--- src/rtl/const_div_pkg.sv ---
// Shared types and elaboration-time helpers for the iterative divide-by-constant unit.
// No logic; imported by const_div_step and const_div_iter.
// Holds the FSM state encoding, a ceiling-log2 helper and the parameter legality check.
package const_div_pkg;

  typedef enum logic [1:0] {
    IDLE = 2'd0,
    RUN  = 2'd1,
    DONE = 2'd2
  } state_t;

  // Ceiling log2: number of bits needed to hold the values 0..value-1.
  function automatic int clog2(input int value);
    int r;
    r = 0;
    for (int i = 0; i < 31; i++) begin
      if ((1 << i) < value) r = i + 1;
    end
    return r;
  endfunction

  // Legal configurations: whole digits per operand, nontrivial divisor, digit 1..8 bits.
  function automatic bit params_ok(input int width, input int divisor, input int digit_w);
    return (digit_w >= 1) && (digit_w <= 8) && (divisor >= 2) &&
           (width > 0) && ((width % digit_w) == 0);
  endfunction

endpackage

--- src/rtl/const_div_step.sv ---
// One digit step of the long division: {rem_in, digit} / DIVISOR -> qd, rem_out.
// Purely combinational, zero latency, no handshake.
// Generalises the old 6-input divide-by-3 table; synthesis folds the constant divide.
module const_div_step
  import const_div_pkg::*;
#(
  parameter int DIVISOR = 3,
  parameter int DIGIT_W = 4
) (
  input  logic [clog2(DIVISOR)-1:0] rem_in,
  input  logic [DIGIT_W-1:0]        digit,
  output logic [DIGIT_W-1:0]        qd,
  output logic [clog2(DIVISOR)-1:0] rem_out
);

  localparam int REM_W = clog2(DIVISOR);
  localparam int TW    = REM_W + DIGIT_W;

  logic [TW-1:0] t;

  // t = rem_in * 2^DIGIT_W + digit; since rem_in < DIVISOR the quotient fits DIGIT_W bits.
  assign t       = {rem_in, digit};
  assign qd      = DIGIT_W'(t / TW'(DIVISOR));
  assign rem_out = REM_W'(t % TW'(DIVISOR));

endmodule

--- src/rtl/const_div_iter.sv ---
// Iterative unsigned WIDTH/DIVISOR, DIGIT_W quotient bits per cycle MSB-first (out_rem with CONST_DIV_REM_EN).
// Latency WIDTH/DIGIT_W cycles from acceptance to out_valid; initiation interval K+2.
// Result held in DONE until out_ready; in_ready low (and in_valid ignored) outside IDLE.
module const_div_iter
  import const_div_pkg::*;
#(
  parameter int WIDTH   = 64,
  parameter int DIVISOR = 3,
  parameter int DIGIT_W = 4
) (
  input  logic                      clk,
  input  logic                      rst,
  input  logic                      in_valid,
  output logic                      in_ready,
  input  logic [WIDTH-1:0]          in_data,
  output logic                      out_valid,
  input  logic                      out_ready,
  output logic [WIDTH-1:0]          out_quot,
`ifdef CONST_DIV_REM_EN
  output logic [clog2(DIVISOR)-1:0] out_rem,
`endif
  output logic                      busy
);

  localparam int REM_W = clog2(DIVISOR);
  localparam int K     = WIDTH / DIGIT_W;
  localparam int CW    = clog2(K + 1);
  localparam int TW    = REM_W + DIGIT_W;

  generate
    if (!params_ok(WIDTH, DIVISOR, DIGIT_W)) begin : g_bad_params
      $error("const_div_iter: illegal WIDTH/DIVISOR/DIGIT_W combination");
    end
  endgenerate

  state_t           state;
  logic [WIDTH-1:0] opnd;
  logic [WIDTH-1:0] quot;
  logic [REM_W-1:0] rem;
  logic [CW-1:0]    cnt;

  logic [DIGIT_W-1:0] digit;
  logic [DIGIT_W-1:0] qd;
  logic [REM_W-1:0]   rem_nxt;
  logic [WIDTH-1:0]   quot_nxt;
  logic [TW-1:0]      t_chk;

  assign digit    = opnd[WIDTH-1 -: DIGIT_W];
  assign quot_nxt = (quot << DIGIT_W) | WIDTH'(qd);
  assign t_chk    = {rem, digit};

  const_div_step #(
    .DIVISOR (DIVISOR),
    .DIGIT_W (DIGIT_W)
  ) u_step (
    .rem_in  (rem),
    .digit   (digit),
    .qd      (qd),
    .rem_out (rem_nxt)
  );

  // FSM, datapath shift registers and registered handshake/result outputs.
  always_ff @(posedge clk or posedge rst) begin
    if (rst) begin
      state     <= IDLE;
      in_ready  <= 1'b1;
      out_valid <= 1'b0;
      busy      <= 1'b0;
      opnd      <= '0;
      quot      <= '0;
      rem       <= '0;
      cnt       <= '0;
      out_quot  <= '0;
`ifdef CONST_DIV_REM_EN
      out_rem   <= '0;
`endif
    end else begin
      case (state)
        IDLE: begin
          if (in_valid) begin
            opnd     <= in_data;
            quot     <= '0;
            rem      <= '0;
            cnt      <= '0;
            state    <= RUN;
            in_ready <= 1'b0;
            busy     <= 1'b1;
          end
        end
        RUN: begin
          opnd <= opnd << DIGIT_W;
          quot <= quot_nxt;
          rem  <= rem_nxt;
          cnt  <= cnt + 1'b1;
          // Last digit: the result registers load straight from the step output.
          if (cnt == CW'(K - 1)) begin
            state     <= DONE;
            out_valid <= 1'b1;
            out_quot  <= quot_nxt;
`ifdef CONST_DIV_REM_EN
            out_rem   <= rem_nxt;
`endif
          end
        end
        DONE: begin
          if (out_ready) begin
            state     <= IDLE;
            out_valid <= 1'b0;
            in_ready  <= 1'b1;
            busy      <= 1'b0;
          end
        end
        default: begin
          state     <= IDLE;
          in_ready  <= 1'b1;
          out_valid <= 1'b0;
          busy      <= 1'b0;
        end
      endcase
    end
  end

  // Recurrence invariants: each step quotient fits a digit, and rem stays below DIVISOR.
  a_qd_fits: assert property (@(posedge clk) disable iff (rst)
    (state == RUN) |-> (((t_chk / TW'(DIVISOR)) >> DIGIT_W) == TW'(0)));
  a_rem_lt: assert property (@(posedge clk) disable iff (rst)
    (TW'(rem) < TW'(DIVISOR)));

endmodule

--- config.mk ---
export PLATFORM = sky130hd
export DESIGN_NAME = const_div_iter
export DESIGN_NICKNAME = d
export VERILOG_FILES = /design/src/rtl/const_div_pkg.sv /design/src/rtl/const_div_step.sv /design/src/rtl/const_div_iter.sv
export SDC_FILE = /design/constraint.sdc
export NUM_CORES = 1
export LEC_CHECK = 0
export CAP_MARGIN = 20
export CORE_MARGIN = 10
export CORE_UTILIZATION = 40
export CTS_CLUSTER_DIAMETER = 60
export DETAILED_ROUTE_END_ITERATION = 7
export MAX_ROUTING_LAYER = met4
export PLACE_DENSITY_LB_ADDON = 0.1
export SLEW_MARGIN = 20
export SYNTH_ARGS = -nofsm -noshare
export SYNTH_HDL_FRONTEND = slang
export SYNTH_SLANG_ARGS = --single-unit
export TNS_END_PERCENT = 50
--- constraint.sdc ---
create_clock -name clk -period 7.6 [get_ports clk]
set_input_delay 1.14 -clock clk [delete_from_list [all_inputs] [get_ports clk]]
set_output_delay 1.14 -clock clk [all_outputs]
set_load 0.05 [all_outputs]
## Word-level counts from Yosys, hierarchy flattened

Cells that the tools add are included.

- Add/sub/neg operators: 1
- Divide/modulo/power cells: 2
- Equal/unequal tests: 6
- Muxes and demuxes: 20
- Bitwise logic cells: 3
- Reductions and logical operators: 7

Operators with widths:

| cell | count |
|---|---|
| $pmux W64 S2 | 1 |
| $pmux W60 S2 | 1 |
| $mux W64 | 1 |
| $or A64 B4 Y64 | 1 |
| $mux W60 | 1 |
| $pmux W5 S2 | 1 |
| $pmux W1 S3 | 3 |
| $reduce_and A3 Y1 | 3 |
| $mux W2 | 4 |
| $div A6 B2 Y6 const B | 1 |
| $mod A6 B2 Y6 const B | 1 |
| $ne A2 B2 Y1 const B | 3 |
| $pmux W2 S3 | 1 |
| $add A5 B1 Y5 const B | 1 |
| $eq A5 B4 Y1 const B | 1 |
| $mux W1 | 5 |
| $mux W5 | 1 |
| $pmux W2 S2 | 1 |
| $reduce_and A2 Y1 | 2 |
| $eq A2 B1 Y1 const B | 1 |
| $eq A2 B2 Y1 const B | 1 |
| $logic_not A2 Y1 | 1 |
| $not A1 Y1 | 2 |
| $reduce_bool A2 Y1 | 1 |

- Flip-flop bits (word level): 200
- Bits of input ports: 68
- Word-level logic and storage cells: 48

## Depth between registers and ports, before layout

Gate-level depths: netlist (run 1).

- Word-level depth: 3
- Gate-level depth with buffers: 16

## Modules after synthesis

Synthesis (run 1) repeated with hierarchy kept, for this count alone.

- Cell total of the unflattened synthesis: 717
- Area, all modules: 8622.0 µm²

Modules (own cells, without submodules):

| module | instances | cells each | area an instance (µm²) |
|---|---|---|---|
| const_div_iter | 1 | 663 | 8199.1 |
| const_div_step | 1 | 54 | 422.9 |

## Worst setup path after synthesis (run 1)

No wires, ideal clock.

- Path kind: reg-to-reg
- From: register rem[1]
- To: register rem[1]
- Setup time: 130 ps
- Arrival time: 3178 ps
- Data required time: 7470 ps
- Path slack: 4293 ps
- Stages on the path, launching flop included: 16
- Path buffers: 1
- Clock period less this slack: 3307 ps
- Cell sequence: dfrtp_1 -> buf_2 -> and3b_2 -> a211o_1 -> and2_1 -> ha_1 -> a2111oi_2 -> or2_1 -> nor2_1 -> a21oi_1 -> inv_1 -> ha_1 -> or2_2 -> o32a_2 -> a32oi_1 -> o31ai_1

- Longest elaborated chain between the ends: 2

Ends and longest elaborated chain:

| item | RTL line | text |
|---|---|---|
| from (decl) | const_div_iter.sv:39 | `logic [REM_W-1:0] rem;` |
| from (signal assigned) | const_div_iter.sv:93 | `rem <= rem_nxt;` |
| $mod A6 B2 Y6 | const_div_step.sv:24 | `assign rem_out = REM_W'(t % TW'(DIVISOR));` |
| $pmux W2 S2 | const_div_iter.sv:78 | `case (state)` |

Every way passes these cells.
A chain may end at the register's enable or synchronous reset.

## Worst setup path in the final report (run 1)

Same ends and word-level chain as after synthesis.

==> impl_metrics.env, run 1 <==
export IMPL_grt_usage_pct=15.0
export IMPL_crit_top_cell="ha_1"
export IMPL_grt_pass1_vias=6136
export IMPL_fin_crit_sh_pct=48.8
export IMPL_crit_path_end_kind="flop"
export IMPL_syn_inst=707
export IMPL_die_h_um=164
export IMPL_die_area_sq_um=27000
export IMPL_io_buffers=134
export IMPL_vias=5775
export IMPL_ant_nets=0
export IMPL_start_kind="flop"
export IMPL_skew_ps=15.6
export IMPL_critPathKind="flop to flop"
export IMPL_ys_flop_type="dfrtp_1"
export IMPL_clockBufferDepth=2
export IMPL_coreArea_sq_um=20400
export IMPL_seq_area_frac_synth_pct=60.0
export IMPL_antenna_found_initial=0
export IMPL_min_path_type="flop to flop"
export IMPL_syn_area_per_cell_sq_um=11.8
export IMPL_switchingPower_mw=1.81
export IMPL_leakage_nw=4.97
export IMPL_drc=0
export IMPL_worst_slew_pin_transition_ps=1100
export IMPL_cts_resized_gates=0
export IMPL_clk_insertion_delay_late_ps=430
export IMPL_crit_fanout=11
export IMPL_required_ps=7910
export IMPL_fp_dieW_um=164
export IMPL_layout_common_cells="dfrtp_1 (197), clkdlybuf4s50_1 (134), nand2_1 (71)"
export IMPL_pin_count=135
export IMPL_pre_cts_ws_ps=3930
export IMPL_postCtsSetupRepairBufs=0
export IMPL_intPower_mw=2.64
export IMPL_power_frac_seq_pct=39.2
export IMPL_final_common_cell="dfrtp_1"
export IMPL_ir_drop_v=0.000329
export IMPL_antenna_cells=0
export IMPL_syn2layout_area_growth_pct=25.8
export IMPL_clockRootBuffer="clkbuf_16"
export IMPL_fmax_ghz=0.269
export IMPL_drive_gt1_share_pct=6.45
export IMPL_numCtsBuffers=17
export IMPL_filler_cell_count=1798
export IMPL_htree_levels=4
export IMPL_crit_chain="and3b_2, a211o_1, and2_1, ha_1, a2111oi_2, or2_1, nor2_1, a21oi_1, inv_1, ha_1, or2_2, o32a_2, a32oi_1, o31ai_1"
export IMPL_grt_max_degree=155
export IMPL_first_pass_iters=4
export IMPL_rsz0062_at_grt="no"
export IMPL_p_comb_share_pct=40.2
export IMPL_via_per_inst=5.29
export IMPL_grt_overflow=0
export IMPL_drv_cap=0
export IMPL_synthesis_area_sq_um=8340
export IMPL_arrival_ps=4020
export IMPL_slew_violations=0
export IMPL_cp_top_family="compound AO/OA/AOI/OAI gates"
export IMPL_swShare_pct=40.7
export IMPL_post_dp_hpwl_um=12300
export IMPL_yosys_area_top_type_share_pct=59.7
export IMPL_synth_edf_count=0
export IMPL_pwr_share_clk_pct=20.6
export IMPL_synth_fp_nets=779
export IMPL_synth_seq_cells=200
export IMPL_clock_sinks=200
export IMPL_drtIter0Drc=365
export IMPL_worst_slack_ps=3890
export IMPL_final_cell_area_sq_um=10500
export IMPL_routedWlPerCell_um=17.8
export IMPL_layout_min_cycle_time_ps=3710
export IMPL_routed_wl_um=19500
export IMPL_powerDensity_nw_per_um2=425
export IMPL_cts_tree="built"
export IMPL_synth_cell_type_count=46
export IMPL_grt_pass1_wl_um=32100
export IMPL_fin_cells=1092
export IMPL_slew_headroom_pct=27.0
export IMPL_synthArstFlopShare_pct=100
export IMPL_ys_warnings_count=0
export IMPL_slowest_delay_ps=510
export IMPL_finalSetupViolCount=0
export IMPL_dpl_cell_count=1060
export IMPL_clkTransAtPathRegs_ps=70
export IMPL_critical_path_slowest_cell="dfrtp_1"
export IMPL_synth_area_top_cells="dfrtp_1 (60%), mux2_1 (8.1%), a22o_1 (6.6%)"
export IMPL_dpl_instance_area_sq_um=9880
export IMPL_run_status="finished, final reports clean"
export IMPL_fin_nets=881
export IMPL_hold_violations=0
export IMPL_initial_core_util_pct=41.0
export IMPL_hold_buffers=0
export IMPL_synth_top_cell_by_area="dfrtp_1"
export IMPL_crit_buf_inv=1
export IMPL_finalWeightedCongestion=0.756
export IMPL_fin_tns_setup_ps=0
export IMPL_num_rows=52
## kinds of logic after synthesis
family                   share of synthesized area [%]
adder cells (fa/ha/maj)                          0.720
AO/OA/AOI/OAI                                     16.6
AND/OR/NAND/NOR                                   11.0
multiplexers                                      8.24
XOR/XNOR                                         0.210
flip-flops                                        60.0
buffers and inverters                             3.23
## per-stage QoR
step | util (%) | power, mW | hold WS (ps)
global route | 51.5 | 4.74 | 511
floorplan | - | 2.98 | 450
global placement | 48.5 | 3.52 | 467
detailed placement | 48.5 | 3.58 | 474
finish | 51.5 | 4.46 | 487
CTS | 51.5 | 4.52 | 490
## state kept, by name (all words and copies together), names as in the netlist
name / flops
in_ready: 1
busy: 1
cnt: 5
out_valid: 1
opnd: 64
state: 2
rem: 2
quot: 60
out_quot: 64
## cells in the mapped netlist (2+ instances only)
cell and n:
ha_1 4, nand2_1 72, o21ai_0 34, nor2b_1 4, mux2_1 60, and3b_1 59
nand2b_1 2, o21bai_1 2, buf_2 5, buf_1 9, xnor2_1 2, a22o_1 63
o21ai_1 40, nor2_1 6, a21oi_1 66, dfrtp_1 199, clkbuf_1 43, inv_1 9
## power by group through the flow
stage                     Clock (mW)  Combinational [mW]  Sequential, mW
after global placement             0                1.76            1.76
final                          0.920                1.79            1.75
after CTS                      0.944                1.82            1.75
after global routing           0.991                1.94            1.81
after detailed placement           0                1.81            1.77
after floorplan                    0               0.842            2.13
## routing by layer
layer	wire (um)	global-route usage, %
met3	862	3.06
met5	0	-
met2	9340	23.6
met4	251	4.47
met1	9040	19.2
## worst paths after layout
| kind | slack (ps) | end | depth (start not counted) | start |
|---|---|---|---|---|
| min reg2reg | 490 | out_quot[60] | 1 | quot[56] |
| max reg2reg | 3890 | rem[1] | 14 | rem[1] |
| max in group asynchronous | 5150 | state[0] | 3 | rst |
| max | 3890 | rem[1] | 14 | rem[1] |
| min in group asynchronous | 1260 | opnd[2] | 2 | rst |
| min | 490 | out_quot[60] | 1 | quot[56] |
## cell type report
class,instances,area [sq um],share of cell area (%)
clock buffer,18,429,4.09
clock inverter,14,178,1.69
inverter,10,50.0,0.477
multi-input combinational,439,3090,29.5
sequential,200,5010,47.8
tap,270,338,3.22
timing repair buffer,141,1390,13.3
Power figures use the tool's default switching activity.
==> run 2: changes to the inputs <==
- clock period: 7.6 -> 3.35 ns (I/O delays scaled with it)
==> run 2 against run 1 <==
Effect of this change: clock power grew 150%; worst hold slack worse by 2.9 ps; die area stayed put; clock skew fell by 5.6 ps; total power grew 140%; global-route usage about the same; clock-buffer cell count grew 1; sequential power up 130%; setup slack worse by 3800 ps; cell count rose by 1.6%; fmax is 15% higher; non-clock buffer count grew 16; largest power group unchanged.
==> impl_metrics.env, run 2 (synthesized netlist as in run 1, its figures left out) <==
export IMPL_drc=0
export IMPL_routed_wl_um=19600
export IMPL_hold_violations=0
export IMPL_skew_ps=9.92
export IMPL_holdWs_ps=484
export IMPL_vias=5840
export IMPL_dpl_cell_count=1068
export IMPL_powerDensity_nw_per_um2=978
export IMPL_ir_drop_v=0.000408
export IMPL_numCtsBuffers=17
export IMPL_syn2layout_area_growth_pct=29.1
export IMPL_io_buffers=134
export IMPL_drive_gt1_share_pct=9.31
export IMPL_min_path_type="flop to flop"
export IMPL_via_per_inst=5.27
export IMPL_initial_core_util_pct=41.0
export IMPL_cts_tree="built"
export IMPL_reg_largest_list="opnd x64, out_quot x64, quot x60"
export IMPL_clk_insertion_delay_late_ps=430
export IMPL_fp_dieW_um=164
export IMPL_intPower_mw=6.42
export IMPL_clock_sinks=200
export IMPL_filler_cell_count=1740
export IMPL_critPathKind="flop to flop"
export IMPL_start_kind="flop"
export IMPL_run_status="finished, final reports clean"
export IMPL_fin_crit_sh_pct=96.2
export IMPL_num_rows=52
export IMPL_switchingPower_mw=4.11
export IMPL_antenna_found_initial=1
export IMPL_slew_headroom_pct=38.1
export IMPL_required_ps=3650
export IMPL_grt_overflow=0
export IMPL_final_cell_area_sq_um=10800
export IMPL_p_comb_share_pct=40.7
export IMPL_worst_slew_pin_transition_ps=928
export IMPL_crit_fanout=6
export IMPL_final_common_cell="dfrtp_1"
export IMPL_arrival_ps=3520
export IMPL_clockRootBuffer="clkbuf_16"
export IMPL_drtIter0Drc=309
export IMPL_htree_levels=4
export IMPL_drv_cap=0
export IMPL_fmax_ghz=0.310
export IMPL_swShare_pct=39.0
export IMPL_grt_max_degree=114
export IMPL_worst_slack_ps=126
export IMPL_dpl_instance_area_sq_um=9990
export IMPL_grt_usage_pct=15.0
export IMPL_fin_cells=1109
export IMPL_pin_count=135
export IMPL_routedWlPerCell_um=17.7
export IMPL_first_pass_iters=4
export IMPL_post_dp_hpwl_um=12700
export IMPL_die_area_sq_um=27000
export IMPL_pwr_share_clk_pct=21.5
export IMPL_layout_common_cells="dfrtp_1 (195), clkdlybuf4s50_1 (134), nand2_1 (71)"
export IMPL_power_frac_seq_pct=37.8
export IMPL_slew_violations=0
export IMPL_clkTransAtPathRegs_ps=70
export IMPL_die_h_um=164
export IMPL_crit_path_end_kind="flop"
export IMPL_pre_cts_ws_ps=-77.0
export IMPL_leakage_nw=5.11
export IMPL_layout_min_cycle_time_ps=3220
export IMPL_grt_pass1_wl_um=32200
export IMPL_coreArea_sq_um=20400
export IMPL_fin_tns_setup_ps=0
export IMPL_finalSetupViolCount=0
export IMPL_grt_pass1_vias=6135
export IMPL_clockBufferDepth=2
export IMPL_finalWeightedCongestion=0.846
export IMPL_fin_nets=897
export IMPL_ant_nets=0
-- run 2: changes by cell type in the layout (fill, tap and decap cells not counted), sizes merged --
cell	delta
buf	+16
bufinv	+3
clkbuf	+1
clkinv	-4
diode	+1
-- run 2: path summary, 6_finish.rpt --
path | start | end | slack (ps) | cells after the start
max | rem[0] | rem[1] | 130 | 15
min | opnd[30] | opnd[30] | 480 | 2
max reg2reg | rem[0] | rem[1] | 130 | 15
min reg2reg | opnd[30] | opnd[30] | 480 | 2
max in group asynchronous | rst | in_ready | 1980 | 3
min in group asynchronous | rst | out_quot[7] | 580 | 2
-- run 2: per-stage QoR --
stage	util (%)	power [mW]
2_1_floorplan	-	6.75
6_report	52.9	10.5
3_5_place_dp	49.0	8.16
4_1_cts	52.4	10.5
5_1_grt	52.9	11.2
3_3_place_gp	49.0	8.03
-- run 2: area by class of cell --
| type | count | area (sq um) | share of cell area, % |
|---|---|---|---|
| Sequential cell | 200 | 5010 | 46.6 |
| Multi-Input combinational cell | 439 | 3150 | 29.3 |
| Timing Repair Buffer | 157 | 1560 | 14.5 |
| Clock buffer | 19 | 453 | 4.21 |
| Tap cell | 270 | 338 | 3.14 |
| Clock inverter | 13 | 205 | 1.91 |
| Inverter | 10 | 41.3 | 0.383 |
| Antenna cell | 1 | 2.50 | 0.0232 |
-- run 2: what timing repair did --
action | 4_1_cts | 5_1_grt
hold buffers | 0 | 0
endpoints found under the setup margin | 3 | 4
pin swaps | 2 | 6
resized for setup | 3 | 8
buffers inserted | 2 | 6
-- run 2: routing by layer --
metal  global-route usage [%]  share of wire (%)
met1                     20.1                 48
met2                     22.9                 47
met3                     3.16                4.4
met4                     3.86                1.0
met5                        -                  0
-- run 2: critical path, cell delays in order, from the launching register on --
cell	delay, ps
dfrtp_2	450
xnor2_2	180
a211o_1	320
and2_4	160
ha_4	160
inv_1	80
o2111a_1	260
or2_1	150
nor2_1	60
a21oi_2	150
inv_1	60
ha_1	180
or2_2	280
o32a_4	350
a32oi_1	180
o31ai_1	90
-- run 2: power by group through the flow --
stage	logic [mW]	clock network, mW	registers [mW]
after floorplan	1.91	0	4.84
after global placement	4.04	0	3.99
after detailed placement	4.14	0	4.02
after CTS	4.20	2.32	3.98
after global routing	4.65	2.41	4.11
final	4.29	2.26	3.98
==> run 3: changes to the inputs <==
--- a/constraint.sdc
+++ b/constraint.sdc
@@ -3,2 +3,2 @@
 set_output_delay 0.5025 -clock clk [all_outputs]
-set_load 0.05 [all_outputs]
+set_load 0.01 [all_outputs]
==> results of run 3 <==
Same layout as run 2 (identical final DEF). Status: finished, final reports clean.
Main changes from that run: total power 10.5 mW -> 9.60 mW; worst IR drop on VDD 0.000408 V -> 0.000406 V
